==> src/rtl/gmul_pkg.sv <==
// Shared definitions for the gmul family: fold FSM states, length width and
// the GF(2) multiply-by-x step.
package gmul_pkg;

   localparam int LEN_W     = 16;
   localparam int MUL_MAX_W = 64;

   typedef enum logic [1:0] {
      IDLE = 2'd0,
      ACC  = 2'd1,
      HOLD = 2'd2
   } fold_state_e;

   // a*x mod (x^w + m); only the low w bits of a and m are meaningful
   function automatic logic [MUL_MAX_W-1:0] mul2(input logic [MUL_MAX_W-1:0] a,
                                                 input logic [MUL_MAX_W-1:0] m,
                                                 input int                   w);
      logic [MUL_MAX_W-1:0] mask;
      logic                 msb;
      mask = '0;
      for (int i = 0; i < MUL_MAX_W; i++) mask[i] = (i < w);
      msb = a[w-1];
      return ((a << 1) ^ (msb ? m : '0)) & mask;
   endfunction

endpackage

==> src/rtl/mul256.sv <==
// Combinational multiply by x^8 in GF(2^DWIDTH), modulus x^DWIDTH + m.
module mul256
   import gmul_pkg::*;
#(
   parameter int DWIDTH = 8
) (
   input  logic [DWIDTH-1:0] i_a,
   input  logic [DWIDTH-1:0] i_m,
   output logic [DWIDTH-1:0] o_p
);

   logic [MUL_MAX_W-1:0] w_t;

   always_comb begin
      w_t = MUL_MAX_W'(i_a);
      for (int i = 0; i < 8; i++) w_t = mul2(w_t, MUL_MAX_W'(i_m), DWIDTH);
      o_p = w_t[DWIDTH-1:0];
   end

endmodule

==> src/rtl/gf_poly_fold.sv <==
// Framed byte-stream fold: state <- (state*x^8 mod m) ^ byte, residue out
// through a valid/ready handshake with saturating byte count.
//
// state | meaning
// IDLE  | waiting for a first beat; non-first beats are dropped with err
// ACC   | mid-message, folding one byte per accepted beat
// HOLD  | residue presented on out_*, input stalled until out_ready
module gf_poly_fold
   import gmul_pkg::*;
#(
   parameter int                DWIDTH = 8,
   parameter logic [DWIDTH-1:0] INIT   = '0
) (
   input  logic              i_clk,
   input  logic              i_rst,
   input  logic [DWIDTH-1:0] i_cfg_m,
   input  logic              i_in_valid,
   output logic              o_in_ready,
   input  logic [7:0]        i_in_data,
   input  logic              i_in_first,
   input  logic              i_in_last,
   output logic              o_out_valid,
   input  logic              i_out_ready,
   output logic [DWIDTH-1:0] o_out_res,
   output logic [LEN_W-1:0]  o_out_len,
   output logic              o_err
);

   fold_state_e       r_state;
   logic [DWIDTH-1:0] r_acc;
   logic [DWIDTH-1:0] r_mq;
   logic [LEN_W-1:0]  r_len;
   logic              r_err;

   logic              w_first;
   logic [DWIDTH-1:0] w_a;
   logic [DWIDTH-1:0] w_m;
   logic [DWIDTH-1:0] w_p;
   logic [DWIDTH-1:0] w_fold;

   // A first beat restarts from INIT under the incoming modulus
   assign w_first = i_in_first;
   assign w_a     = w_first ? INIT : r_acc;
   assign w_m     = w_first ? i_cfg_m : r_mq;
   assign w_fold  = w_p ^ DWIDTH'(i_in_data);

   mul256 #(.DWIDTH(DWIDTH)) u_mul256 (
      .i_a (w_a),
      .i_m (w_m),
      .o_p (w_p)
   );

   always_ff @(posedge i_clk) begin
      if (i_rst) begin
         r_state <= IDLE;
         r_acc   <= '0;
         r_mq    <= '0;
         r_len   <= '0;
         r_err   <= 1'b0;
      end else begin
         r_err <= 1'b0;
         case (r_state)
            IDLE, ACC: begin
               if (i_in_valid) begin
                  if (i_in_first) begin
                     r_err   <= (r_state == ACC);
                     r_mq    <= i_cfg_m;
                     r_acc   <= w_fold;
                     r_len   <= LEN_W'(1);
                     r_state <= i_in_last ? HOLD : ACC;
                  end else if (r_state == IDLE) begin
                     r_err <= 1'b1;
                  end else begin
                     r_acc <= w_fold;
                     r_len <= (r_len == '1) ? r_len : r_len + LEN_W'(1);
                     if (i_in_last) r_state <= HOLD;
                  end
               end
            end
            HOLD: begin
               if (i_out_ready) r_state <= IDLE;
            end
            default: r_state <= IDLE;
         endcase
      end
   end

   assign o_in_ready  = (r_state != HOLD);
   assign o_out_valid = (r_state == HOLD);
   assign o_out_res   = r_acc;
   assign o_out_len   = r_len;
   assign o_err       = r_err;

endmodule

==> config.mk <==
export PLATFORM = sky130hd
export DESIGN_NAME = gf_poly_fold
export DESIGN_NICKNAME = d
export VERILOG_FILES = /design/src/rtl/gmul_pkg.sv /design/src/rtl/mul256.sv /design/src/rtl/gf_poly_fold.sv
export SDC_FILE = /design/constraint.sdc
export NUM_CORES = 1
export LEC_CHECK = 0
export ABC_AREA = 1
export BUFFER_PORTS_ARGS = -buffer_cell sky130_fd_sc_hd__clkbuf_2
export CELL_PAD_IN_SITES_DETAIL_PLACEMENT = 1
export CELL_PAD_IN_SITES_GLOBAL_PLACEMENT = 1
export CORE_MARGIN = 4
export CORE_UTILIZATION = 43
export DETAILED_ROUTE_END_ITERATION = 7
export GPL_TIMING_DRIVEN = 0
export PLACE_DENSITY_LB_ADDON = 0.1
export SLEW_MARGIN = 20
export SYNTH_ARGS = -nofsm -noshare
export SYNTH_HDL_FRONTEND = slang
export SYNTH_SLANG_ARGS = --single-unit
==> constraint.sdc <==
create_clock -name i_clk -period 5.3 [get_ports i_clk]
set_input_delay 0.795 -clock i_clk [delete_from_list [all_inputs] [get_ports i_clk]]
set_output_delay 0.795 -clock i_clk [all_outputs]
set_load 0.05 [all_outputs]
==> impl_metrics.json <==
{
  "status": "finished, final reports clean",
  "dieHeight_um": 95.7,
  "ys.flop_type": "dfxtp_1",
  "synth_xor_area_share_pct": 6.59,
  "drt_iter0_markers": 146,
  "synth-compound-area-share_pct": 9.50,
  "cp_top_family": "simple AND/OR/NAND/NOR gates",
  "dieArea_mm2": 0.00915,
  "maxCapViolations": 0,
  "power_mw": 0.889,
  "nets": 638,
  "hold_viol_final": 0,
  "gr-total-overflow": 0,
  "power_density_mw_per_mm2": 238,
  "grt_pass1_vias": 3888,
  "period_share_pct": 65.9,
  "worstPathMaxFanout": 10,
  "cts_tree": "yes",
  "final_common_cell": "nand2_1",
  "antenna_found_initial": 0,
  "area_delta_synth_final_pct": 13.2,
  "ir_worst_vdd_uv": 148,
  "cts_buffers": 5,
  "crit_slowest_cell": "o21ai_2",
  "max-slew-margin-rel_pct": 65.5,
  "worst_pin_slew_ns": 0.512,
  "yosys.area_share.simple_pct": 50.2,
  "rsz0062_at_grt": "false",
  "start_util_pct": 44.8,
  "worst_hold_path_type": "reg2reg",
  "yosysWarningCount": 0,
  "dr.pass1.iters": 4,
  "power_leakage_nw": 1.77,
  "crit_arrival_ns": 3.68,
  "async_reset_ff_share_pct": 0,
  "syn_nets": 583,
  "drc_errors": 0,
  "core_area_mm2": 0.00737,
  "r2r_start": "o_out_res[7]",
  "synth_top_area_share_pct": 21.2,
  "clk_pin_slew_ns": 0.07,
  "io_buffers": 48,
  "io_pins": 49,
  "rr_endpoint": "o_out_res[5]",
  "seqCellArea_um2": 701,
  "cpMostUsedCell": "nand2_1",
  "fill_cells": 1095,
  "clock_path_buffers": 2,
  "diodes": 0,
  "multi_input_area_mm2": 0.00220,
  "synthAdderAreaFrac_pct": 0.379,
  "hold_buffers": 0,
  "most-common-layout-cells": "nand2_1, inv_1, nand3_1",
  "fin_skew_ns": 0.00963,
  "setup_viol": 0,
  "crit_chain": "clkbuf_2 > buf_6 > o21ai_2 > nand3_1 > nand2_1 > nand3_1 > nand2_1 > nand3_1 > nand2_1 > nor2_1 > nand2_1 > nand2_2 > nand2_4 > inv_2 > nor2_4 > nand3_4 > nand2_4 > nor2_2 > nand2_1 > nand3_1 > nand2_1 > inv_1",
  "synthMuxAreaShare_pct": 0,
  "cp.required_ns": 5.49,
  "clock_sinks": 35,
  "die_w_um": 95.7,
  "synth_top_area_cell": "dfxtp_1",
  "finalMaxSlewViolations": 0,
  "syn_area_per_cell_um2": 5.90,
  "critPathCaptureType": "register",
  "fin_setup_tns_ns": 0,
  "ctsRootBufferMaster": "clkbuf_8",
  "drive_gt1_share_pct": 19.5,
  "reg2regPathDepth": 25,
  "place_congestion": 0.898,
  "crit_type": "in2reg",
  "cts_resized": 0,
  "vias_per_cell": 5.35,
  "vias": 3812,
  "cts_max_level": 2,
  "start_kind": "input pin",
  "holdWs_ns": 0.441,
  "post-dp-hpwl_mm": 8.95,
  "synth_cells": 560,
  "grt_pass1_wl_mm": 18.3,
  "synth_area_leaders": "dfxtp_1, nand2_1, nand3_1",
  "final.min_clock_period_ns": 3.49,
  "grt_max_degree": 11,
  "synth_enable_flop_cells": 0,
  "ys_ff_latch": 35,
  "row_count": 31,
  "grt_usage_pct": 25.4,
  "min_path_cells": 1,
  "ant_nets": 0,
  "post_cts_buffers": 0,
  "synth_seq_area_share_pct": 21.2,
  "wl_mm": 11.0,
  "critPathMaxStageDelay_ns": 0.43,
  "fmax_mhz": 286,
  "avgRoutedWirePerCell_um": 15.4,
  "ff2ff_setup_slack_ns": 2.01,
  "min_to": "r_state[0]",
  "synth_top_family_by_area": "simple AND/OR/NAND/NOR gates",
  "hold_start": "r_state[1]",
  "insertion_delay_ns": 0.29,
  "syn-cell-area_mm2": 0.00330,
  "cp_num_buf_inv": 4,
  "finish.utilization_pct": 50.8,
  "ys_types": 35
}
## final cells by class
| class | count | area share (%) |
|---|---|---|
| multi-input cells | 432 | 58.9 |
| repair buffers | 48 | 6.42 |
| inverters | 79 | 7.99 |
| clock buffers | 6 | 1.94 |
| well taps | 99 | 3.31 |
| flip-flops and latches | 35 | 18.7 |
| plain buffers | 14 | 2.74 |
## registers in the layout, summed over array words and instances (netlist names)
name	flops
r_state	2
o_out_len	16
o_out_res	8
o_err	1
r_mq	8
## worst max-delay path by stage
stage / to / from / depth (start not counted)
after global placement: o_out_res[6] / i_in_first / 22
after global routing: o_out_res[5] / i_in_first / 22
after CTS: o_out_res[7] / i_in_first / 22
after detailed placement: o_out_res[7] / i_in_first / 22
final: o_out_res[5] / i_in_first / 22
after floorplan: o_out_res[7] / o_out_res[7] / 24
## per-layer routing
metal | part of all wire (%) | GRT usage (%)
met1 | 47 | 33.0
met2 | 49 | 45.1
met3 | 2.9 | 2.60
met4 | 0.87 | 5.33
met5 | 0 | 0
## cells in the mapped netlist, types with 2 or more instances
library cell    n
nor4_1          2
o21ai_0        21
a31oi_1         3
xnor2_1        10
buf_6           5
inv_1          73
nor2_1         36
a21oi_1        25
inv_2           5
nor3_1          8
nand2_4         5
or2_2           2
nand2_2        18
o21ai_2         2
buf_2           4
nand3_2        11
nand2_1       176
nand3_1        69
dfxtp_1        35
clkbuf_1        3
nor2_2          7
a211oi_1        2
nor2_4          2
nand4_1         7
buf_4           2
xor2_1         13
nand3b_1        6
## power by group
group          switching (mW)  internal [mW]  leakage [nW]
logic                   0.295          0.125          1.44
registers              0.0112          0.276         0.286
clock network          0.0939         0.0877        0.0371
total                   0.400          0.489          1.77
## per-stage QoR
stage,setup slack [ns],cells,cell area (µm²)
2_1_floorplan,2.33,560,3300
3_3_place_gp,1.61,707,3670
3_5_place_dp,1.51,707,3670
4_1_cts,1.81,713,3740
5_1_grt,1.51,713,3740
6_report,1.81,713,3740
## cells by family (layout without fill, tap and decap cells)
logic type      after synthesis  after routing
buf+inv                      93            147
xor+xnor                     24             24
simple gates                350            350
compound gates               57             57
flops                        35             35
fa+ha+maj                     1              1
(Power assumes the default switching activity.)
